### config.mk
export PLATFORM = sky130hd
export DESIGN_NAME = div_iter_flat
export DESIGN_NICKNAME = d
export VERILOG_FILES = /design/src/rtl/div_iter_if.sv /design/src/rtl/div_iter.sv /design/src/flat_wrapper.sv
export SDC_FILE = /design/constraint.sdc
export NUM_CORES = 1
export LEC_CHECK = 0
export ABC_AREA = 1
export BUFFER_PORTS_ARGS = -buffer_cell sky130_fd_sc_hd__buf_2
export CAP_MARGIN = 20
export CORE_MARGIN = 2
export CORE_UTILIZATION = 50
export CTS_BUF_LIST = sky130_fd_sc_hd__clkbuf_16
export DETAILED_ROUTE_END_ITERATION = 8
export PLACE_DENSITY = 0.7
export SETUP_SLACK_MARGIN = 0.5
export SLEW_MARGIN = 10
export SYNTH_ARGS = -nofsm -noshare
export SYNTH_HDL_FRONTEND = slang
export SYNTH_SLANG_ARGS = --single-unit
export TNS_END_PERCENT = 50
### constraint.sdc
create_clock -name clk -period 2.7 [get_ports clk]
set_clock_uncertainty 0.05 [all_clocks]
set_input_delay 0.135 -clock clk [delete_from_list [all_inputs] [get_ports clk]]
set_output_delay 0.135 -clock clk [all_outputs]
set_load 0.02 [all_outputs]
### src/rtl/div_iter_if.sv
// Handshake and data bundle between the execute stage and the iterative divider.
// The master side (execute stage) drives operands, start and flush. The slave
// side (the divider) returns busy, the done pulse and the {remainder, quotient} result.
interface div_iter_if #(
  parameter int WIDTH = 32
);
  logic [WIDTH-1:0]   div1;
  logic [WIDTH-1:0]   div2;
  logic               valid;
  logic               flag_unsigned;
  logic               cancel;
  logic               busy;
  logic               done;
  logic [2*WIDTH-1:0] result;

  modport master (
    output div1, div2, valid, flag_unsigned, cancel,
    input  busy, done, result
  );

  modport slave (
    input  div1, div2, valid, flag_unsigned, cancel,
    output busy, done, result
  );
endinterface

### src/rtl/div_iter.sv
// Multi-cycle radix-2 restoring divider for the HI/LO unit (DIV / DIVU).
// One quotient bit is produced per cycle on operand magnitudes. Sign correction
// is applied in a final cycle that also registers the result and pulses done.
// result = {remainder, quotient}. It holds until the next completion or reset.
module div_iter #(
  parameter int WIDTH = 32
) (
  input  logic       clk,
  input  logic       reset,
  div_iter_if.slave  bus
);

  localparam int CNT_W = $clog2(WIDTH) + 1;
  localparam logic [CNT_W-1:0] LAST_STEP = CNT_W'(WIDTH - 1);
  localparam logic [CNT_W-1:0] CNT_ONE   = CNT_W'(1);

  typedef enum logic [1:0] {
    IDLE = 2'd0,
    CALC = 2'd1,
    FIN  = 2'd2
  } state_t;

  state_t             state;
  state_t             state_next;
  logic               accept;
  logic               step;
  logic               finish;

  logic [CNT_W-1:0]   cnt;
  logic [WIDTH-1:0]   dvs_mag;
  logic [WIDTH-1:0]   rem;
  logic [WIDTH-1:0]   quo;
  logic               q_neg;
  logic               r_neg;
  logic               div_zero;

  logic [WIDTH:0]     shifted;
  logic [WIDTH:0]     trial;
  logic [WIDTH-1:0]   quo_fix;
  logic [WIDTH-1:0]   rem_fix;

  logic               done_r;
  logic [2*WIDTH-1:0] result_r;

  // Magnitude of a two's-complement operand. The most negative value maps to
  // 2^(WIDTH-1), which is still representable as an unsigned magnitude.
  function automatic logic [WIDTH-1:0] magnitude(
    input logic signed [WIDTH-1:0] v,
    input logic                    is_signed
  );
    logic signed [WIDTH-1:0] neg_v;
    neg_v = -v;
    if (is_signed && v[WIDTH-1]) begin
      return neg_v;
    end
    return v;
  endfunction

  // Conditional two's-complement negation used for the final sign correction.
  function automatic logic [WIDTH-1:0] apply_sign(
    input logic [WIDTH-1:0] v,
    input logic             neg
  );
    logic signed [WIDTH-1:0] sv;
    logic signed [WIDTH-1:0] neg_sv;
    sv     = v;
    neg_sv = -sv;
    return neg ? neg_sv : sv;
  endfunction

  // State register. Reset aborts any operation in flight.
  always_ff @(posedge clk) begin
    if (reset) begin
      state <= IDLE;
    end else begin
      state <= state_next;
    end
  end

  // Next-state and control decode. Cancel beats valid. FIN always completes.
  always_comb begin
    state_next = state;
    accept     = 1'b0;
    step       = 1'b0;
    finish     = 1'b0;
    unique case (state)
      IDLE: begin
        if (bus.valid && !bus.cancel) begin
          accept     = 1'b1;
          state_next = CALC;
        end
      end
      CALC: begin
        if (bus.cancel) begin
          state_next = IDLE;
        end else begin
          step = 1'b1;
          if (cnt == LAST_STEP) begin
            state_next = FIN;
          end
        end
      end
      FIN: begin
        finish     = 1'b1;
        state_next = IDLE;
      end
      default: begin
        state_next = IDLE;
      end
    endcase
  end

  // Restoring step: shift {rem, quo} left, then trial-subtract the divisor magnitude.
  always_comb begin
    shifted = {rem, quo[WIDTH-1]};
    trial   = shifted - {1'b0, dvs_mag};
    quo_fix = div_zero ? {WIDTH{1'b1}} : apply_sign(quo, q_neg);
    rem_fix = apply_sign(rem, r_neg);
  end

  // Operand latch, iteration registers, result register and done pulse.
  always_ff @(posedge clk) begin
    if (reset) begin
      cnt      <= '0;
      dvs_mag  <= '0;
      rem      <= '0;
      quo      <= '0;
      q_neg    <= 1'b0;
      r_neg    <= 1'b0;
      div_zero <= 1'b0;
      done_r   <= 1'b0;
      result_r <= '0;
    end else begin
      done_r <= finish;
      if (accept) begin
        dvs_mag  <= magnitude(bus.div2, !bus.flag_unsigned);
        quo      <= magnitude(bus.div1, !bus.flag_unsigned);
        rem      <= '0;
        q_neg    <= !bus.flag_unsigned && (bus.div1[WIDTH-1] ^ bus.div2[WIDTH-1]);
        r_neg    <= !bus.flag_unsigned && bus.div1[WIDTH-1];
        div_zero <= (bus.div2 == '0);
        cnt      <= '0;
      end else if (step) begin
        if (!trial[WIDTH]) begin
          rem <= trial[WIDTH-1:0];
          quo <= {quo[WIDTH-2:0], 1'b1};
        end else begin
          rem <= shifted[WIDTH-1:0];
          quo <= {quo[WIDTH-2:0], 1'b0};
        end
        cnt <= cnt + CNT_ONE;
      end
      if (finish) begin
        result_r <= {rem_fix, quo_fix};
      end
    end
  end

  assign bus.busy   = (state == CALC) || (state == FIN);
  assign bus.done   = done_r;
  assign bus.result = result_r;

endmodule

### src/flat_wrapper.sv
// flat-port wrapper written by rule: the top's interface ports become plain ports
module div_iter_flat 
#(
  parameter int WIDTH = 32
)
  (clk, reset, bus_div1, bus_div2, bus_valid, bus_flag_unsigned, bus_cancel, bus_busy, bus_done, bus_result);
  div_iter_if #(.WIDTH(WIDTH)) bus_i ();
  input  logic clk;
  input  logic reset;
  input wire logic [$bits(bus_i.div1)-1:0] bus_div1;
  input wire logic [$bits(bus_i.div2)-1:0] bus_div2;
  input wire logic [$bits(bus_i.valid)-1:0] bus_valid;
  input wire logic [$bits(bus_i.flag_unsigned)-1:0] bus_flag_unsigned;
  input wire logic [$bits(bus_i.cancel)-1:0] bus_cancel;
  output wire logic [$bits(bus_i.busy)-1:0] bus_busy;
  output wire logic [$bits(bus_i.done)-1:0] bus_done;
  output wire logic [$bits(bus_i.result)-1:0] bus_result;
  assign bus_i.div1 = bus_div1;
  assign bus_i.div2 = bus_div2;
  assign bus_i.valid = bus_valid;
  assign bus_i.flag_unsigned = bus_flag_unsigned;
  assign bus_i.cancel = bus_cancel;
  assign bus_busy = bus_i.busy;
  assign bus_done = bus_i.done;
  assign bus_result = bus_i.result;
  div_iter #(.WIDTH(WIDTH)) u_core (.clk(clk), .reset(reset), .bus(bus_i));
endmodule
; After elaboration in Yosys (flattened, before gate mapping)
; Index checks and enable logic that the tools add are counted.
[word_totals]
regBits = 172
wordCells = 60
in_bits = 69
[classes]
n_reduce_logical = 12
addsub = 6
n_eq_ne = 5
n_bitwise = 1
n_mux = 26
[op_table]
columns = operator, n
row1 = 2-to-1 mux 32 bit, 10
row2 = negation 32 bit, 4
row3 = subtractor 33 x 32 -> 33 bit, 1
row4 = logical NOT 32 bit, 1
row5 = 2-to-1 mux 1 bit, 12
row6 = adder 6 x 1 -> 6 bit (second input constant), 1
row7 = equality test 6 x 5 -> 1 bit (second input constant), 1
row8 = 2-to-1 mux 2 bit, 3
row9 = logical AND 1 bit, 4
row10 = one-hot mux 2 bit (2 select lines), 1
row11 = != test 3 x 2 -> 1 bit (second input constant), 1
row12 = equality test 2 x 1 -> 1 bit (second input constant), 1
row13 = equality test 2 bit (second input constant), 1
row14 = logical NOT 1 bit, 2
row15 = logical NOT 2 bit, 1
row16 = != test 2 x 1 -> 1 bit (second input constant), 1
row17 = AND reduction 2 bit, 1
row18 = nonzero test 2 bit, 1
row19 = OR reduction 2 bit, 1
row20 = logical OR 1 bit, 1
row21 = bitwise XOR 1 bit, 1

; Depth between registers and ports, before layout
[depth]
depth_word = 8
ltp_mapped = 19
mapped_depth_nobuf = 18

; Worst setup path before layout
; Ideal clock, no wire load.
[synth_timing]
kind = reg-to-reg
startpoint = register u_core.quo[31]
endpoint = register u_core.rem[28]
path_slack_ns = 0.479
path_buffers = 1
stages_incl_launch_ff = 19
required_time_ns = 2.515
setup_time_ns = 0.135
period_less_slack_ns = 2.221
t_arrival_ns = 2.037
cell_sequence = dfxtp_1 > inv_1 > ha_1 > fa_1 > inv_1 > nand2_1 > nand2_1 > nand3_2 > nand2_2 > nand2_2 > nand2_4 > nand2_4 > nand3_1 > nand2_4 > buf_6 > nand2_2 > nand2_1 > nand2_1 > a21oi_2
[synth_via]
elab_chain_cells = 2
[synth_rtl]
columns = element, line
row1 = start: declaration, div_iter.sv:32  ; logic [WIDTH-1:0] quo;
row2 = start signal: assignment, div_iter.sv:137  ; quo <= magnitude(bus.div1, !bus.flag_unsigned);
row3 = start signal: assignment, div_iter.sv:146  ; quo <= {quo[WIDTH-2:0], 1'b1};
row4 = start signal: assignment, div_iter.sv:149  ; quo <= {quo[WIDTH-2:0], 1'b0};
row5 = subtractor 33 x 32 -> 33 bit, div_iter.sv:116  ; trial = shifted - {1'b0, dvs_mag};
row6 = 2-to-1 mux 32 bit, div_iter.sv:144  ; if (!trial[WIDTH]) begin
row7 = end signal: assignment, div_iter.sv:145  ; rem <= trial[WIDTH-1:0];
row8 = end signal: assignment, div_iter.sv:148  ; rem <= shifted[WIDTH-1:0];
row9 = end: declaration, div_iter.sv:31  ; logic [WIDTH-1:0] rem;
; No other way between the ends.
; A chain may end at the register's enable or synchronous reset.

; Worst setup path in the final report
[layout_timing]
startpoint = register u_core.rem[23]
endpoint = register u_core.rem[31]
[layout_via]
elab_chain_cells = 2
[layout_rtl]
columns = element, line
row1 = subtractor 33 x 32 -> 33 bit, div_iter.sv:116
row2 = 2-to-1 mux 32 bit, div_iter.sv:144
; No other way between the ends.

==> flow_summary_export.csv <==
group,metric,value,unit
worst_hold_path,hold_class,"in2reg",
worst_setup_path,start_kind,"flop",
yosys,syn_area_per_cell,5.93,µm²
worst_setup_path,arrival,2.60,ns
global_route,grt_overflow,0,
cts,root_buffer,"clkbuf_16",
yosys,synth_mux_area_share,0,%
final_layout,drive_gt1_share,18.6,%
yosys,synth_largest_area_cell,"dfxtp_1",
power,p_per_area,538,nW/µm²
yosys,synth_top_area_share,27.2,%
die,die_h,163,µm
timing,worstMarginPinSlew,0.582,ns
timing,setup_viol,0,
yosys,synth_compound_area_share,15.0,%
yosys,synthAdderAreaFrac,4.11,%
placed_design,gp_congestion,0.966,
worst_setup_path,crit_required,3.01,ns
yosys,synth_warnings,0,
die,core.rowCount,58,
placed_design,place_inst,2564,
yosys,synth.most_common_cell,"nand2_1",
route,via_per_inst,5.34,
placed_design,placedInstanceArea,13700,µm²
timing,finalCritPeriodShare,85.0,%
final_layout,fillCellCount,2419,
placed_design,dp_hpwl,31.1,mm
route,drt_iter0_markers,1172,
timing,rsz0062_at_grt,"true",
timing,holdWs,0.00978,ns
global_route,met1_usage,39.0,%
yosys,yosys.area_share.xor_xnor,2.97,%
global_route,grt_max_degree,89,
power,p_leak,7.67,nW
yosys,synth.distinct_cells,51,
yosys,synth_area_leaders,"dfxtp_1 27%, nand2_1 19%, inv_1 11%, nor2_1 6.3%, nand3_1 5.4%",
yosys,yosysSeqAreaShare,27.2,%
worst_setup_path,crit_path_end_kind,"flop",
timing,final.min_clock_period,2.29,ns
global_route,grt_pass1_vias,13016,
route,ant_nets,0,
global_route,met3_usage,3.50,%
timing,final_hold_viol_count,0,
yosys,syn_nets,2246,
global_route,busiest_layer,"met2",
route,num_vias,14112,
power,ir_worst_vdd,278,µV
yosys,synth_cells,2136,
yosys,synth_area,12700,µm²
route,post_drt_wl_per_cell,16.0,µm
cts,clock_sinks,172,
yosys,synth_top_family_by_area,"simple AND/OR/NAND/NOR gates",
flow_run,maxCapViolCount,0,
final_layout,fin_nets,2410,
worst_setup_path,cp_max_fo,8,
cts,cts_tree,"done",
yosys,async_reset_ff_share,0,%
yosys,synth_common_cells,"645 x nand2_1, 359 x inv_1, 211 x nor2_1",
die,core,25000,µm²
global_route,use_met2,53.5,%
final_layout,fin_area,15500,µm²
die,io_pins,135,
placed_design,numPortBuffers,134,
final_layout,antennaDiodeCount,0,
global_route,grt_pass1_wl,65.7,mm
die,design.die.area,26600,µm²
route,drc_errors,0,
die,initial_core_util,50.6,%
yosys,synth_simple_gate_area_share,37.1,%
timing,slew_viol_final,0,
worst_setup_path,crit_type,"reg2reg",
final_layout,area_delta_synth_final,22.5,%
global_route,track_usage,31.0,%
die,dieWidth,163,µm
timing,slew_headroom,60.8,%
timing,fmax,436,MHz
global_route,antenna_found_initial,0,
final_layout,final_cell_count_no_fill,2641,
yosys,synth-seq-cells,172,
yosys,synth_flop_cell,"dfxtp_1",
cts,ctsHtreeMaxLevel,4,
cts,cts_inserted_buffers,17,
cts,clk_pin_slew,0.07,ns
route,firstDrtPassIters,6,
timing,setup_tns,0,ns
run_status,status,"finished, final reports clean",
final_layout,fin_util,62.0,%
yosys,synth_edf_count,0,
route,drt_wl_total,42.2,mm
cts,insertion_delay,0.43,ns
cts,clockBufferDepth,2,
==> power by group <==
| part | internal, mW | switching, mW | total, mW |
|---|---|---|---|
| combinational | 1.02 | 2.07 | 3.08 |
| clock | 1.26 | 1.08 | 2.34 |
| sequential | 2.76 | 0.155 | 2.92 |
| total | 5.04 | 3.30 | 8.34 |
==> timing repair <==
item / in CTS / in global routing
endpoints found under the setup margin: 35 / 63
endpoints found under the hold margin: 23 / 0
pin swaps: 12 / 30
buffers inserted: 9 / 8
hold buffers: 23 / 0
resized for setup: 66 / 108
cloned: 6 / 1
==> cell families (layout without fill, tap and decap cells) <==
| logic type | Yosys count | in the layout |
|---|---|---|
| and+or+nand+nor | 1111 | 1118 |
| buffers and inverters | 443 | 611 |
| AOI/OAI and AO/OA | 326 | 326 |
| DFF | 172 | 172 |
| xor gates and xnor gates | 43 | 43 |
| adders and majority gates | 41 | 41 |
==> routing by layer <==
metal	routed length, µm	vias to the layer above
met5	0	-
met3	2400	102
met1	17900	6382
li1	-	7120
met4	1720	0
met2	20100	508
==> flip-flops by register name, summed over array words and instances, names as in the netlist <==
register and flops:
u_core.quo 32, u_core.cnt 6, u_core.rem 32, u_core.state 2, u_core.q_neg 1, u_core.bus.done 1
u_core.div_zero 1, u_core.dvs_mag 32, u_core.r_neg 1, u_core.bus.result 64
==> worst max-delay path: stages (launching register included) <==
cell     delay, ns
dfxtp_1       0.44
ha_4          0.26
nand2_1       0.12
nor2_2        0.07
nand2_2       0.11
inv_1         0.08
a21oi_4       0.22
buf_6         0.14
nand3_4       0.19
nand2_8       0.18
nand2_2       0.06
nand2_1       0.06
nand2_1       0.07
a21oi_2       0.16
==> cell type report <==
type                            count  area, µm²  area share [%]
Sequential cell                   172       3490            22.5
Tap cell                          330        413            2.66
Timing Repair Buffer              207       1330            8.57
Inverter                          374       1410            9.06
Clock inverter                     13        119           0.766
Clock buffer                       17        425            2.74
Multi-Input combinational cell   1528       8340            53.7
==> metrics by stage <==
stage | setup slack [ns] | power [mW]
after floorplan | 0.527 | 4.81
after global placement | 0.267 | 5.57
after detailed placement | 0.225 | 5.60
after CTS | 0.433 | 8.12
after global routing | 0.326 | 8.79
final | 0.406 | 8.34
==> path summary, 6_finish.rpt <==
check / startpoint / end / slack (ns) / cells past startpoint
worst min register to register: u_core.dvs_mag[21] / u_core.dvs_mag[21] / 0.41 / 2
worst min-delay path: bus_div1[15] / u_core.quo[15] / 0.01 / 3
worst max register to register: u_core.rem[23] / u_core.rem[31] / 0.41 / 13
worst max-delay path: u_core.rem[23] / u_core.rem[31] / 0.41 / 13
==> cell usage in the layout (no fill, tap or decap), types with 32 or more instances in the layout <==
cell,instances
xor2_1,35
buf_2,134
a21oi_1,90
dfxtp_1,142
inv_1,337
nand2_1,619
o21ai_0,104
nor3_1,32
inv_2,33
buf_4,45
nor2_1,199
nand3_1,127
nand2_2,32
o22ai_1,37
Power figures use the tool's default switching activity.
